==> config.mk <==
export PLATFORM = sky130hd
export DESIGN_NAME = axis_downsizer_keep
export DESIGN_NICKNAME = d
export VERILOG_FILES = /design/src/rtl/axis_width_pkg.sv /design/src/rtl/axis_downsizer_keep.sv
export SDC_FILE = /design/constraint.sdc
export NUM_CORES = 1
export LEC_CHECK = 0
export CORE_UTILIZATION = 35
export DETAILED_ROUTE_END_ITERATION = 10
export PLACE_DENSITY_LB_ADDON = 0.05
export SETUP_SLACK_MARGIN = 0.5
export SYNTH_ARGS = -nofsm -noshare
export SYNTH_HDL_FRONTEND = slang
export SYNTH_SLANG_ARGS = --single-unit
export TNS_END_PERCENT = 100
==> constraint.sdc <==
create_clock -name aclk -period 4.9 [get_ports aclk]
set_clock_uncertainty 0.1 [all_clocks]
set_input_delay 0.98 -clock aclk [delete_from_list [all_inputs] [get_ports aclk]]
set_output_delay 0.98 -clock aclk [all_outputs]
set_load 0.02 [all_outputs]
==> src/rtl/axis_width_pkg.sv <==
// rtl/axis_width_pkg.sv - lane priority encoding helpers shared by the width converters
package axis_width_pkg;

  localparam int MAX_RATIO = 64;

  typedef enum logic {
    ST_EMPTY = 1'b0,
    ST_DRAIN = 1'b1
  } drain_state_e;

  function automatic int lane_idx_w(input int ratio);
    return $clog2(ratio);
  endfunction

  // Index of the first set lane in emission order; 0 when the mask is empty.
  function automatic int lane_first(input logic [MAX_RATIO-1:0] mask, input logic lsb_first);
    int idx;
    idx = 0;
    if (lsb_first) begin
      for (int i = MAX_RATIO - 1; i >= 0; i--) begin
        if (mask[i]) idx = i;
      end
    end else begin
      for (int i = 0; i < MAX_RATIO; i++) begin
        if (mask[i]) idx = i;
      end
    end
    return idx;
  endfunction

  function automatic logic is_onehot(input logic [MAX_RATIO-1:0] mask);
    return (mask != '0) && ((mask & (mask - {{(MAX_RATIO-1){1'b0}}, 1'b1})) == '0);
  endfunction

endpackage

==> src/rtl/axis_downsizer_keep.sv <==
// rtl/axis_downsizer_keep.sv - wide-to-narrow AXI-Stream downsizer that skips unkept lanes
module axis_downsizer_keep
  import axis_width_pkg::*;
#(
  parameter int DATA_WIDTH   = 8,
  parameter int DATA_RATIO   = 8,
  parameter int USER_WIDTH   = 1,
  parameter int LSB_FIRST    = 1,
  parameter int S_DATA_WIDTH = DATA_RATIO * DATA_WIDTH
) (
  input  logic                    aclk,
  input  logic                    areset,
  input  logic [S_DATA_WIDTH-1:0] s_axis_tdata,
  input  logic [DATA_RATIO-1:0]   s_axis_tkeep,
  input  logic [USER_WIDTH-1:0]   s_axis_tuser,
  input  logic                    s_axis_tlast,
  input  logic                    s_axis_tvalid,
  output logic                    s_axis_tready,
  output logic [DATA_WIDTH-1:0]   m_axis_tdata,
  output logic [USER_WIDTH-1:0]   m_axis_tuser,
  output logic                    m_axis_tlast,
  output logic                    m_axis_tvalid,
  input  logic                    m_axis_tready
);

  localparam int IDX_W = lane_idx_w(DATA_RATIO);

  logic [S_DATA_WIDTH-1:0] buf_data;
  logic [USER_WIDTH-1:0]   buf_user;
  logic                    buf_last;
  logic [DATA_RATIO-1:0]   rem;
  logic                    out_en;

  logic [MAX_RATIO-1:0]    rem_ext;
  logic [IDX_W-1:0]        sel;
  logic [DATA_RATIO-1:0]   sel_mask;
  logic [DATA_RATIO-1:0]   null_mask;
  logic                    rem_onehot;
  drain_state_e            state;
  logic                    s_acc;
  logic                    m_acc;

  always_comb begin
    rem_ext                   = '0;
    rem_ext[DATA_RATIO-1:0]   = rem;
    sel                       = IDX_W'(lane_first(rem_ext, LSB_FIRST != 0));
    rem_onehot                = is_onehot(rem_ext);
    sel_mask                  = '0;
    sel_mask[sel]             = 1'b1;
    // A null tlast beat still needs one word to carry the packet boundary.
    null_mask                 = '0;
    null_mask[(LSB_FIRST != 0) ? 0 : DATA_RATIO - 1] = 1'b1;
    state                     = (rem != '0) ? ST_DRAIN : ST_EMPTY;
  end

  // out_en holds tready low until the first edge after reset release.
  assign s_axis_tready = out_en && ((state == ST_EMPTY) || (rem_onehot && m_axis_tready));
  assign m_axis_tvalid = (state == ST_DRAIN);
  assign m_axis_tdata  = buf_data[int'(sel) * DATA_WIDTH +: DATA_WIDTH];
  assign m_axis_tuser  = buf_user;
  assign m_axis_tlast  = buf_last && rem_onehot;

  assign s_acc = s_axis_tvalid && s_axis_tready;
  assign m_acc = m_axis_tvalid && m_axis_tready;

  always_ff @(posedge aclk or negedge areset) begin
    if (!areset) begin
      buf_data <= '0;
      buf_user <= '0;
      buf_last <= 1'b0;
      rem      <= '0;
      out_en   <= 1'b0;
    end else begin
      out_en <= 1'b1;
      if (s_acc) begin
        buf_data <= s_axis_tdata;
        buf_user <= s_axis_tuser;
        buf_last <= s_axis_tlast;
        if (s_axis_tkeep != '0) begin
          rem <= s_axis_tkeep;
        end else if (s_axis_tlast) begin
          rem <= null_mask;
        end else begin
          rem <= '0;
        end
      end else if (m_acc) begin
        rem <= rem & ~sel_mask;
      end
    end
  end

endmodule

# Yosys cells after proc, flatten, opt, wreduce, memory -nomap -nowiden
# Index checks and enable logic that the tools add are counted.
dict set report op_classes {
  add_sub_neg 1
  order_cmp 2
  n_shift 1
  mux 15
  bitwise_logic 4
  reduce_logical 12
}
# cell n
set ops {}
lappend ops {{bitwise AND 8 x 64 -> 64 bit} 1}
lappend ops {{zero test 64 bit} 1}
lappend ops {{indexed part select 64 x 7 -> 8 bit} 1}
lappend ops {{2-to-1 mux 3 bit} 8}
lappend ops {{2-to-1 mux 8 bit} 3}
lappend ops {{nonzero test 8 bit} 2}
lappend ops {{subtractor 8 x 1 -> 9 bit, second input constant} 1}
lappend ops {{bitwise AND 8 bit} 1}
lappend ops {{inverter 8 bit} 1}
lappend ops {{logical AND 1 bit} 7}
lappend ops {{less-than comparator 3 x 4 -> 1 bit, second input constant} 1}
lappend ops {{demux 1 bit (select 3 bit)} 1}
lappend ops {{>= comparator 3 x 1 -> 1 bit, second input constant} 1}
lappend ops {{2-to-1 mux 1 bit} 3}
lappend ops {{nonzero test 2 bit} 1}
lappend ops {{logical OR 1 bit} 1}
lappend ops {{inverter 1 bit} 1}
dict set report word_totals {
  reg_bits 75
  input_bits 78
}

# Depth between registers and ports, before layout
dict set report depth {
  word_depth 16
  mapped_depth 9
}

# Worst setup path after synthesis
# OpenSTA, ideal clock, no wires.
dict set report synth_timing {
  path_kind {flip-flop to output port}
  from {reg rem[6]}
  to {out m_axis_tdata[0]}
  arrival_ns 1.996
  setup_slack_ns 1.824
  path_stages_with_launch 8
  n_path_buf 1
  cell_sequence {dfrtp_1 -> nand2b_1 -> a21oi_1 -> buf_4 -> nor2_1 -> nor2_1 -> mux2i_1 -> o221ai_1}
}
dict set report synth_between {
  elab_chain_cells 8
}
# element line
set synth_lines {}
lappend synth_lines {{start: declaration} axis_downsizer_keep.sv:31} ;# logic [DATA_RATIO-1:0] rem;
lappend synth_lines {{start signal: assignment} axis_downsizer_keep.sv:80} ;# rem <= s_axis_tkeep;
lappend synth_lines {{start signal: assignment} axis_downsizer_keep.sv:82} ;# rem <= null_mask;
lappend synth_lines {{start signal: assignment} axis_downsizer_keep.sv:87} ;# rem <= rem & ~sel_mask;
lappend synth_lines {{2-to-1 mux 3 bit (7 in series)} axis_width_pkg.sv:21} ;# if (mask[i]) idx = i;
lappend synth_lines {{indexed part select 64 x 7 -> 8 bit} axis_downsizer_keep.sv:59} ;# assign m_axis_tdata = buf_data[int'(sel) * DATA_WIDTH +: DATA_WIDTH];
lappend synth_lines {{end: declaration} axis_downsizer_keep.sv:19} ;# output logic [DATA_WIDTH-1:0] m_axis_tdata,
# Every way passes these cells.

# Worst setup path in the final report
dict set report layout_timing {
  from {reg rem[4]}
  to {out m_axis_tdata[3]}
}
dict set report layout_between {
  elab_chain_cells 6
}
# element line
set layout_lines {}
lappend layout_lines {{2-to-1 mux 3 bit (5 in series)} axis_width_pkg.sv:21}
lappend layout_lines {{indexed part select 64 x 7 -> 8 bit} axis_downsizer_keep.sv:59}
# Every way passes these cells.

==> metrics list <==
- Each instance of the synthesized netlist takes up on average 13.9 µm².
- The first global-routing pass estimated 13.3 mm of wire.
- Area of the multi-input gates: 1480 µm²
* Effective utilization at floorplan: 36.9%
- Maximum clock rate: 0.248 GHz
- Synthesis produced a netlist whose cell count is 250.
- Hold violation count in the final report: 0
- The detailed router finished its first iteration with 85 violations.
* Max H-tree Level: 3
- Count of distinct cell types in the synthesized netlist: 42
- Total global routing overflow: 0
- Remaining antenna violation count after routing: 0
* Met2 capacity usage during global routing: 28.1%
* Via count of the first global-routing pass: 2470
* Clock-pin slew of the registers on the worst-case setup and hold paths: 0.07 ns
- Across all register-to-register paths, the minimum setup slack is 1.79 ns.
- Buffers inserted during clock tree synthesis total 9.
* Final setup TNS: 0 ns
* TritonCTS clock tree: yes
- Wire length per cell after detailed routing: 17.7 µm
- Global routing consumed, on the met3 layer, 3.93% of the routing resources.
* DRC violation count after routing: 0
* Port buffer count: 89
* Overall global routing resource usage: 17.6%
- The number of hold buffers added after CTS was 0.
- Max_slew headroom: 36.3%
- The worst setup path is captured at a primary output.
* M1 GR Usage: 23.3%
* Endpoint of the lowest-slack register-to-register path: buf_data[17]
* Critical path class: flip-flop to primary output
* Width of the die: 102 µm
- Before antenna repair, the detailed router went through 4 iterations.
- In this run the worst path has a maximum fanout of 14.
- IR analysis of the VDD net gives a maximum drop of 0.244 mV.
- Number of placement rows: 35
- Share of async-settable or async-resettable flops after synthesis: 100%
- WP data arrival: 2.96 ns
* Number of max-slew violations in the final report: 0
- Setup repair after global routing left no endpoint under its margin.
* Total number of clock tree sinks: 75
- 90 I/O pins were placed.
- Fill cells: 897
* Leakage: 1.90 nW
- The routed design could run at a clock period as short as 4.04 ns.
- The worst setup path is launched from a flip-flop.
- After synthesis, the cell types taking the most area are dfrtp_1 (54%), mux2_1 (17%), mux2i_1 (4.6%), mux2_2 (4.5%), a22o_1 (3.3%).
* Fraction of layout cells with a size suffix above 1: 11.9%
- After the last flow step, the layout net total stands at 417.
- The tightest min-delay check is of the flip-flop to flip-flop type.
- Sequence of cells on the critical path: nor2_1 > nand2_1 > o41ai_4 > a222oi_1 > o221ai_1 > clkdlybuf4s50_1
- Synthesized flop and latch total: 75
- After detailed routing, the total wire length is 8.37 mm.
- The tree is rooted in a clkbuf_8.
* Min-delay src: buf_data[54]
- # setup viols final: 0
- The detailed router placed 2391 vias in this run.
* Start of the worst register-to-register path: rem[4]
- Half-perimeter wire length after detailed placement: 6.01 mm
- Sequential cell area: 1880 µm²
* Result of the run: complete, no violations
- Count of flip-flops with a built-in enable after synthesis: 0
- R2R cell count: 7
* Die Y-Extent: 102 µm
- Sequential-to-total area share from yosys stat: 54.1%
* Clock tree buffer depth: 2
- The congestion estimate from routability-driven global placement came to 0.755.
- Max-cap violations in this run came to 0.
* Core box area: 9420 µm²
* Top-area cell type share of the netlist area: 54.1%
- Post-Synthesis Net Count: 328
- Initial antenna violation count: 0
* Insertion delay to the later sink of the worst-skew pair: 0.34 ns
- The worst path meets setup with 0.862 ns of slack.
- Hold depth: 1
- Dividing the detail-routed via count by the number of cells gives 5.05.
- Maximum number of pins on one net before global-route repair: 76
- Cell with the largest stage delay on the worst path: clkdlybuf4s50_1
* DIE AREA: 10300 µm²
* Transition at the pin with the smallest max-transition slack: 0.955 ns
- Area growth, synth to finish: 34.5%
- Cell taking the most area after synthesis: dfrtp_1
- Summed instance area of the synthesized netlist: 3470 µm²
* Power density over the cells: 737 nW/µm²
- Worst hold slack: 0.392 ns
- In the synthesized netlist the dominant register cell turns out to be dfrtp_1.
- GR peak layer: met2
- Crit-path max cell delay: 0.64 ns
- Hold endpoint: buf_data[54]
* Setup Slack @ Placement: 1.03 ns
* Crit path required time: 3.82 ns
* Synth warnings: 0
* Power after layout: 3.44 mW
- Once layout is complete, the utilization of the core stands at 49.6%.
- 0 antenna diodes ended up in the layout.
- Final worst path period share: 82.4%
## how the worst max path moves through the flow
stage,end,start
floorplan,m_axis_tdata[0],rem[6]
CTS,m_axis_tdata[4],rem[4]
finish,m_axis_tdata[3],rem[4]
global placement,m_axis_tdata[6],rem[4]
detailed placement,m_axis_tdata[4],rem[4]
global route,m_axis_tdata[6],rem[4]
## where the power goes
group,switching (mW),total [mW],internal [mW],leakage [nW]
combinational,0.876,1.81,0.930,0.907
clock,0.233,0.484,0.251,0.0922
sequential,0.214,1.15,0.935,0.900
## worst max-delay path, delay by kind of cell, from the launching register on
family,cells,cell delay [ns]
compound gates,3,0.87
buf+inv,1,0.64
simple gates,2,0.57
flops,1,0.53
## through the flow
step	std cells	cell area (µm²)
finish	473	4670
global route	473	4670
CTS	473	4660
detailed placement	457	4450
global placement	457	4450
floorplan	250	3470
## sequential cells by signal (all words and copies together), names as in the netlist
| register | count |
|---|---|
| m_axis_tuser | 1 |
| buf_last | 1 |
| rem | 8 |
| out_en | 1 |
| buf_data | 64 |
## cells by family (layout without fill, tap and decap cells)
group,count (synthesis),in the layout,share of synthesized area (%)
buf+inv,18,112,3.79
other cells,1,1,0.108
compound gates,44,44,10.9
simple gates,29,29,4.87
xor+xnor,1,1,0.252
flops,75,75,54.1
mux,82,82,26.0
## cell type report
| type | instances | area share (%) |
|---|---|---|
| multi-input combinational | 157 | 31.7 |
| inverter | 2 | 0.161 |
| timing repair buffer | 94 | 20.1 |
| tap | 129 | 3.46 |
| clock buffer | 11 | 3.03 |
| sequential | 75 | 40.2 |
| clock inverter | 5 | 1.31 |
## layout by cell type (no fill, tap or decap), types with 2 or more instances in the layout
| master | n |
|---|---|
| clkbuf_8 | 10 |
| clkdlybuf4s50_1 | 88 |
| mux2i_1 | 16 |
| mux2_2 | 14 |
| a21oi_1 | 2 |
| mux2_1 | 52 |
| a222oi_1 | 8 |
| o2bb2ai_1 | 2 |
| nand2_1 | 6 |
| dfrtp_1 | 75 |
| nor2b_1 | 3 |
| nand4b_1 | 2 |
| a22o_1 | 13 |
| nor2_1 | 7 |
| buf_4 | 5 |
| o221ai_1 | 8 |
| clkinvlp_4 | 3 |
| inv_1 | 2 |
| nand3_1 | 2 |
## timing repair
action / CTS / global route
gates resized for setup: 0 / 1
setup buffers: 0 / 0
endpoints found under the setup margin: 0 / 8
## routing by layer
layer,vias to the layer above,share of wire [%]
met2,64,48
met5,-,0
li1,1132,-
met4,0,1.9
met1,1183,46
met3,12,3.9
## cells in the mapped netlist, types with 2 or more instances
master     count
nand3_1        2
buf_2          3
mux2_2        14
a21oi_1        2
dfrtp_1       75
mux2i_1       16
buf_4          2
mux2_1        52
a22o_1        13
inv_1          2
buf_6          7
clkbuf_1       3
nand4b_1       2
nor2_1         7
a222oi_1       8
nand2_1        6
o221ai_1       8
nor2b_1        3
o2bb2ai_1      2
Power figures use the tool's default switching activity.
